File: src/rtl/realtank_ahb_decode_mux.sv
// RealTank AHB-Lite slave decode and response mux. Optional first-error address
// log is built in when REALTANK_DECODE_ERRLOG_EN is defined.
module realtank_ahb_decode_mux #(
  parameter int NSLV   = 4,
  parameter int ADDR_W = 32,
  parameter int DATA_W = 32,
  parameter logic [NSLV*ADDR_W-1:0] SLV_BASE = '0,
  parameter logic [NSLV*ADDR_W-1:0] SLV_MASK = '0
) (
  input  logic                     HCLK,
  input  logic                     HRESET,
  input  logic [ADDR_W-1:0]        HADDR,
  input  logic [1:0]               HTRANS,
  input  logic                     HREADY,
  output logic [NSLV-1:0]          HSEL_S,
  output logic                     HSEL_DEF,
  input  logic [NSLV-1:0]          HREADYOUT_S,
  input  logic [2*NSLV-1:0]        HRESP_S,
  input  logic [DATA_W*NSLV-1:0]   HRDATA_S,
  input  logic                     DEF_HREADYOUT,
  input  logic [1:0]               DEF_HRESP,
  output logic                     HREADYOUT,
  output logic [1:0]               HRESP,
  output logic [DATA_W-1:0]        HRDATA,
  input  logic                     ERR_CLR,
  output logic                     ERR_VALID,
  output logic [ADDR_W-1:0]        ERR_ADDR
);

  localparam logic [NSLV:0] DSEL_DEF = {1'b1, {NSLV{1'b0}}};
  localparam logic [1:0]    RESP_ERROR = 2'b01;

  logic [NSLV-1:0] hsel_s;
  logic            hsel_def;
  logic            found;

  logic [NSLV:0]   dsel_q, dsel_d;

  logic            hreadyout_mux;
  logic [1:0]      hresp_mux;
  logic [DATA_W-1:0] hrdata_mux;

  // Address decode: first matching region (lowest index) wins.
  always_comb begin
    hsel_s = '0;
    found  = 1'b0;
    for (int i = 0; i < NSLV; i++) begin
      if (!found &&
          ((HADDR & SLV_MASK[i*ADDR_W +: ADDR_W]) == SLV_BASE[i*ADDR_W +: ADDR_W])) begin
        hsel_s[i] = 1'b1;
        found     = 1'b1;
      end
    end
    hsel_def = !found;
  end

  assign HSEL_S   = hsel_s;
  assign HSEL_DEF = hsel_def;

  always_comb begin
    dsel_d = dsel_q;
    if (HREADY) begin
      dsel_d = {hsel_def, hsel_s};
    end
  end

  always_ff @(posedge HCLK) begin
    if (HRESET) begin
      dsel_q <= DSEL_DEF;
    end else begin
      dsel_q <= dsel_d;
    end
  end

  // dsel is one-hot, so an AND-OR mux suffices; the default slave has no read data.
  always_comb begin
    hreadyout_mux = 1'b0;
    hresp_mux     = 2'b00;
    hrdata_mux    = '0;
    for (int i = 0; i < NSLV; i++) begin
      if (dsel_q[i]) begin
        hreadyout_mux = hreadyout_mux | HREADYOUT_S[i];
        hresp_mux     = hresp_mux | HRESP_S[2*i +: 2];
        hrdata_mux    = hrdata_mux | HRDATA_S[i*DATA_W +: DATA_W];
      end
    end
    if (dsel_q[NSLV]) begin
      hreadyout_mux = hreadyout_mux | DEF_HREADYOUT;
      hresp_mux     = hresp_mux | DEF_HRESP;
    end
  end

  assign HREADYOUT = hreadyout_mux;
  assign HRESP     = hresp_mux;
  assign HRDATA    = hrdata_mux;

`ifdef REALTANK_DECODE_ERRLOG_EN
  logic [ADDR_W-1:0] dphase_addr_q, dphase_addr_d;
  logic [ADDR_W-1:0] err_addr_q, err_addr_d;
  logic              err_valid_q, err_valid_d;
  logic              err_det;
  logic              unused_htrans0;

  assign unused_htrans0 = HTRANS[0];

  // Only the first cycle of the two-cycle ERROR response counts as a detect.
  assign err_det = (hresp_mux == RESP_ERROR) && !hreadyout_mux;

  always_comb begin
    dphase_addr_d = dphase_addr_q;
    err_addr_d    = err_addr_q;
    err_valid_d   = err_valid_q;
    if (HREADY && HTRANS[1]) begin
      dphase_addr_d = HADDR;
    end
    if (err_det && (!err_valid_q || ERR_CLR)) begin
      err_valid_d = 1'b1;
      err_addr_d  = dphase_addr_q;
    end else if (ERR_CLR) begin
      err_valid_d = 1'b0;
    end
  end

  always_ff @(posedge HCLK) begin
    if (HRESET) begin
      dphase_addr_q <= '0;
      err_addr_q    <= '0;
      err_valid_q   <= 1'b0;
    end else begin
      dphase_addr_q <= dphase_addr_d;
      err_addr_q    <= err_addr_d;
      err_valid_q   <= err_valid_d;
    end
  end

  assign ERR_VALID = err_valid_q;
  assign ERR_ADDR  = err_addr_q;
`else
  logic unused_errlog;

  assign unused_errlog = ^{HTRANS, ERR_CLR, RESP_ERROR};
  assign ERR_VALID     = 1'b0;
  assign ERR_ADDR      = '0;
`endif

endmodule

File: config.mk
export PLATFORM = sky130hd
export DESIGN_NAME = realtank_ahb_decode_mux
export DESIGN_NICKNAME = d
export VERILOG_FILES = /design/src/rtl/realtank_ahb_decode_mux.sv
export SDC_FILE = /design/constraint.sdc
export NUM_CORES = 1
export LEC_CHECK = 0
export CORE_AREA = 2 2 98 100
export CTS_CLUSTER_SIZE = 28
export DETAILED_ROUTE_END_ITERATION = 16
export DIE_AREA = 0 0 100 102
export PLACE_DENSITY = 0.58
export SLEW_MARGIN = 20
export SYNTH_ARGS = -nofsm -noshare
export SYNTH_HDL_FRONTEND = slang
export SYNTH_SLANG_ARGS = --single-unit
File: constraint.sdc
create_clock -name HCLK -period 0.95 [get_ports HCLK]
set_input_delay 0.19 -clock HCLK [delete_from_list [all_inputs] [get_ports HCLK]]
set_output_delay 0.19 -clock HCLK [all_outputs]
set_load 0.005 [all_outputs]
After elaboration in Yosys (flattened, before gate mapping)
Index checks and enable logic that the tools add are counted.
Word-level totals
  input port bits: 181
  output and inout port bits: 73
  register bits: 2
  word-level logic and storage cells: 8
Operators by class
  muxes and demuxes: 5
  bitwise logic cells: 2
Operators with widths (number)
  32-bit two-way mux: 1
  2-bit two-way mux: 2
  1-bit two-way mux: 2
  2-bit bitwise OR: 1
  1-bit bitwise OR: 1

Longest topological paths before layout
Gate-level depths: netlist (run 1).
  depth after elaboration: 3
  mapped depth: 3

Worst setup path after synthesis (run 1)
OpenSTA, ideal clock, no wires.
  kind: register to output
  start: reg dsel_q[0]
  end: out HRDATA[22]
  arrival time: 0.723 ns
  slack: 0.037 ns
  stages on the path, launching flop included: 3
  buffers on the path: 1
  cell sequence: dfxtp_1 -> clkbuf_2 -> and2_2
Between the ends
  word-level cells in the longest chain between the ends: 1
Ends and longest elaborated chain
  start: declaration: line 37  | logic [NSLV:0] dsel_q, dsel_d;
  start signal: assignment: line 71  | dsel_q <= dsel_d;
  32-bit two-way mux: line 81  | if (dsel_q[i]) begin
  end: declaration: line 24  | output logic [DATA_W-1:0] HRDATA,
No other way between the ends.

Worst setup path in the final report (run 1)
  start: reg dsel_q[0]
  end: out HREADYOUT
Between the ends
  word-level cells in the longest chain between the ends: 3
Ends and longest elaborated chain
  1-bit two-way mux *: line 81
  1-bit bitwise OR: line 88  | hreadyout_mux = hreadyout_mux | DEF_HREADYOUT;
  1-bit two-way mux *: line 87  | if (dsel_q[NSLV]) begin
  end: declaration: line 22  | output logic HREADYOUT,
Mark *: on every way between the ends. The rest lies on a longest branch, timed or not.

==> flow_summary.ini, run 1 <==
[run_status]
status = finished, violations left
violations = setup timing

[routing]
wl_per_cell_um = 8.80
viasPerCell = 2.61
drc = 0
dr.pass1.iters = 4
via_count = 727
wl_um = 2450
drt-initial-drc-count = 8
detail-route-antenna-nets = 0

[die]
ios = 254
start_util_pct = 6.72
fp.dieH_um = 102
die_area_sq_um = 10200
die_x_um = 100
placementRows = 35
core_area_sq_um = 9110

[clock_network]
tritoncts = done
cts_buffer_depth = 2
htreeDepth = 1
cts-root-buf = clkbuf_8
cts_buffers = 3
cts.sink_count = 2
clkSlewWorstSetupHoldPaths_ns = 0.03
hold_buffers = 0
clock_latency_ns = 0.21

[critical_path]
arrival_ns = 1.23
r2r_cells = 5
cp_data_required_time_ns = 0.76
reg2reg_to = dsel_q[0]
crit_path_max_fanout = 3
setup.worst_path.end_class = output pin
critPathKind = flop to output pin
crit_start = dsel_q[0]
worst-r2r-setup-slack_ns = 0.04
r2r-start = dsel_q[0]
critPathLaunchType = flop

[timing]
skew_ns = 0
min_period_ns = 1.42
fin_crit_sh_pct = 149
fmax_mhz = 705
worst_slack_ns = -0.468
rsz0062_at_grt = true
setup_violations = 35
fin_setup_tns_ns = -14.76
finalHoldViolCount = 0
finalMaxSlewViolations = 0

[final_layout]
finalNetCount = 351
syn2layout_area_growth_pct = 139
layout_common_cells = 40 x clkdlybuf4s50_1, 38 x conb_1, 25 x buf_2
regMostFlops = dsel_q
diodes = 0
seq_area_sq_um = 43.8
multi_input_area_sq_um = 424
reg.largest.list = dsel_q x2
nFillCells = 1040
largest_register_ff_count = 2
layout_commonest_cell = clkdlybuf4s50_1
drive_above_1_share_pct = 39.9

[power_and_ir_drop]
switching_share_pct = 24.4
pwr-share-seq_pct = 9.9
p_clk_share_pct = 33.9
power_density_nw_per_um2 = 671
internal_power_uw = 742
power.leakage_nw = 0.737
ir_worst_vdd_mv = 0.501
power_frac_comb_pct = 56.2
p_switching_uw = 240

[global_route]
grt_use_met3_pct = 1.16
overflow = 0
first_global_vias = 667
grt_pass1_wl_um = 3410
grt_usage_pct = 4.40
grt_busiest_layer = met2
antenna_found_initial = 0
grt_max_degree = 12
met1_usage_pct = 4.88
use_met2_pct = 8.26

[place]
hpwl_um = 1910
portBuffers = 75
dp_slack_ns = -0.576
gp_congestion = 0.613

[min_path]
holdCritStartpoint = HRESET
min_to = dsel_q[0]
hold_depth = 2
hp-class = input port to flop

[logic_synthesis]
synth_area_sq_um = 612
synth_warnings = 0
ys_ff_latch = 2
avgSynthCellArea_sq_um = 7.28
yosysUniqueCellTypes = 10
syn_inst = 84
ys_seq_area_share_pct = 6.54

[run]
drv_cap = 0
==> power groups by stage <==
stage | clock network, mW | logic [mW] | registers (mW)
finish | 0.333 | 0.552 | 0.0976
global route | 0.366 | 0.606 | 0.0987
CTS | 0.351 | 0.537 | 0.0978
detailed placement | 0 | 0.490 | 0.0989
global placement | 0 | 0.489 | 0.0981
floorplan | 0 | 0.249 | 0.0984
==> stage by stage <==
| step | cells | cell area [sq um] | total power [mW] | hold WS [ns] | utilization (%) |
|---|---|---|---|---|---|
| after floorplan | 120 | 747 | 0.347 | 0.262 | - |
| after global placement | 267 | 1360 | 0.587 | 0.516 | 15.0 |
| after detailed placement | 267 | 1360 | 0.588 | 0.554 | 15.0 |
| after CTS | 279 | 1420 | 0.986 | 0.531 | 15.6 |
| after global routing | 279 | 1460 | 1.07 | 0.549 | 16.1 |
| final | 279 | 1460 | 0.982 | 0.533 | 16.1 |
==> how the worst max path moves through the flow <==
stage                 end  slack (ns)  depth (start not counted)
2_1_floorplan  HRDATA[22]        0.04                          2
3_3_place_gp    HRDATA[5]       -0.59                          3
3_5_place_dp    HRDATA[6]       -0.58                          3
4_1_cts         HREADYOUT       -0.48                          5
5_1_grt         HREADYOUT       -0.51                          5
6_report        HREADYOUT       -0.47                          5
==> cell type report <==
type,count,share of cell area (%)
clock buffers,3,2.82
inverters,1,0.257
multi-input cells,76,29.0
flip-flops and latches,2,2.99
well taps,111,9.50
repair buffers,86,55.4
==> worst max-delay path: stages, from the launching register on <==
cell and delay, ns:
dfxtp_4 0.34, buf_12 0.12, buf_8 0.11, buf_6 0.11, a22o_4 0.24, buf_6 0.11
==> cells by family after synthesis <==
logic type / share of synthesized area [%]
buffers and inverters: 49.7
flip-flops: 6.54
AND/OR/NAND/NOR: 36.4
other: 1.23
AO/OA/AOI/OAI: 6.14
==> cells in the mapped netlist (all sizes together) <==
cell	count	area, sq um
a21o	1	7.51
a22o	3	30.0
and2	32	215
buf	38	285
clkbuf	3	15.0
conb	2	7.51
dfxtp	2	40.0
inv	1	3.75
nor2	2	7.51
==> what timing repair did <==
item	CTS	global route
endpoints found under the hold margin	0	0
setup buffers	6	0
gates resized for setup	156	11
endpoints found under the setup margin	35	36
gates cloned	3	0
pin swaps	0	1
==> routing by layer <==
metal	vias up	routed length, um
met2	59	1400
li1	346	-
met4	0	8
met1	320	819
met5	-	0
met3	2	225
Note: power is estimated with default switching activity, not from simulation.
==> inputs of run 2 (changes only) <==
CORE_AREA = 8 8 93 95   (was 2 2 98 100)
CTS_CLUSTER_DIAMETER = 60   (was not set)
DIE_AREA = 0 0 101 103   (was 0 0 100 102)
PLACE_DENSITY = 0.7   (was 0.58)
==> flow_summary.ini, run 2 (same netlist as run 1, synthesis figures left out) <==
[final_layout]
syn2layout_area_growth_pct = 123
largest_register_ff_count = 2
layout_commonest_cell = clkdlybuf4s50_1
nFillCells = 818
regMostFlops = dsel_q
drive_above_1_share_pct = 36.6
finalNetCount = 344
seq_area_sq_um = 43.8
layout_common_cells = 40 x clkdlybuf4s50_1, 38 x conb_1, 19 x and2_1, 19 x buf_2, 15 x buf_6
diodes = 0
reg.largest.list = dsel_q x2
multi_input_area_sq_um = 417
utilization_pct = 19.1

[clock_network]
clkSlewWorstSetupHoldPaths_ns = 0.03
cts.sink_count = 2
hold_buffers = 0
htreeDepth = 1
cts_buffers = 3
cts-root-buf = clkbuf_8
cts_buffer_depth = 2
clock_latency_ns = 0.20
tritoncts = done

[global_route]
overflow = 0
antenna_found_initial = 0
grt_usage_pct = 4.39
grt_max_degree = 14
first_global_vias = 730
grt_pass1_wl_um = 3690

[routing]
drt-initial-drc-count = 6
drc = 0
wl_per_cell_um = 10.7
dr.pass1.iters = 2
viasPerCell = 2.67
via_count = 695
wl_um = 2790
detail-route-antenna-nets = 0

[die]
placementRows = 31
start_util_pct = 8.57
core_area_sq_um = 7140
die_area_sq_um = 10400
ios = 254
die_x_um = 101
fp.dieH_um = 103

[critical_path]
crit_path_max_fanout = 13
critPathLaunchType = flop
critPathKind = flop to output pin
crit_start = dsel_q[0]
arrival_ns = 1.07
r2r-start = dsel_q[0]
setup.worst_path.end_class = output pin
cp_data_required_time_ns = 0.76

[timing]
worst_slack_ns = -0.308
min_period_ns = 1.26
finalMaxSlewViolations = 0
fmax_mhz = 795
fin_crit_sh_pct = 132
fin_setup_tns_ns = -7.70
finalHoldViolCount = 0
rsz0062_at_grt = true
skew_ns = 0
setup_violations = 35

[min_path]
holdCritStartpoint = dsel_q[4]
hp-class = flop to flop

[power_and_ir_drop]
power_density_nw_per_um2 = 673
ir_worst_vdd_mv = 0.826
power.leakage_nw = 0.677
total_power_uw = 918

[place]
hpwl_um = 2440
gp_congestion = 0.658
dp_slack_ns = -0.542
portBuffers = 75

[run]
drv_cap = 0

[run_status]
status = finished, violations left
violations = setup timing
## run 2: changes by cell type in the layout (fill, tap and decap cells not counted), sizes merged
cell	delta
clkbuf	+2
clkdlybuf4s15	+1
bufbuf	-2
buf	-8
## run 2: final timing paths
check | endpoint | slack [ns] | depth (start not counted)
hold reg to reg | dsel_q[4] | 0.53 | 1
setup / recovery | HRESP[0] | -0.31 | 3
setup reg to reg | dsel_q[0] | 0.18 | 3
hold / removal | dsel_q[4] | 0.53 | 1
## run 2: routing by layer
metal  vias to the layer above  global-route usage, %  part of all wire [%]
li1                        334                      -                     -
met4                         0                   1.03                     0
met3                         0                   2.03                    15
met2                        62                   8.61                    54
met1                       299                   4.02                    31
met5                         -                      0                     0
## run 2: per-stage QoR
| step | cells | area (sq um) | hold slack (ns) |
|---|---|---|---|
| finish | 260 | 1360 | 0.534 |
| global route | 260 | 1360 | 0.556 |
| CTS | 259 | 1350 | 0.532 |
| detailed placement | 255 | 1350 | 0.550 |
| global placement | 255 | 1350 | 0.537 |
| floorplan | 120 | 747 | 0.262 |
## run 2: what timing repair did
action	CTS	global route
cloned	1	1
buffers inserted	0	0
setup endpoints to repair	35	35
hold endpoints to repair	0	0
resized for setup	140	22
## run 2: critical path, cell delays in order (launching register included)
cell and delay (ns):
dfxtp_4 0.37, buf_12 0.14, a22o_2 0.23, buf_2 0.12
## run 2: area by class of cell
cell class | instances | share of cell area, %
flip-flops and latches | 2 | 3.21
inverters | 1 | 0.275
well taps | 99 | 9.09
repair buffers | 79 | 53.8
clock buffers | 3 | 3.03
multi-input cells | 76 | 30.6
## run 2: power by group
group / switching, mW / internal [mW]
clock: 0.0568 / 0.267
combinational: 0.161 / 0.330
sequential: 0.0122 / 0.0905
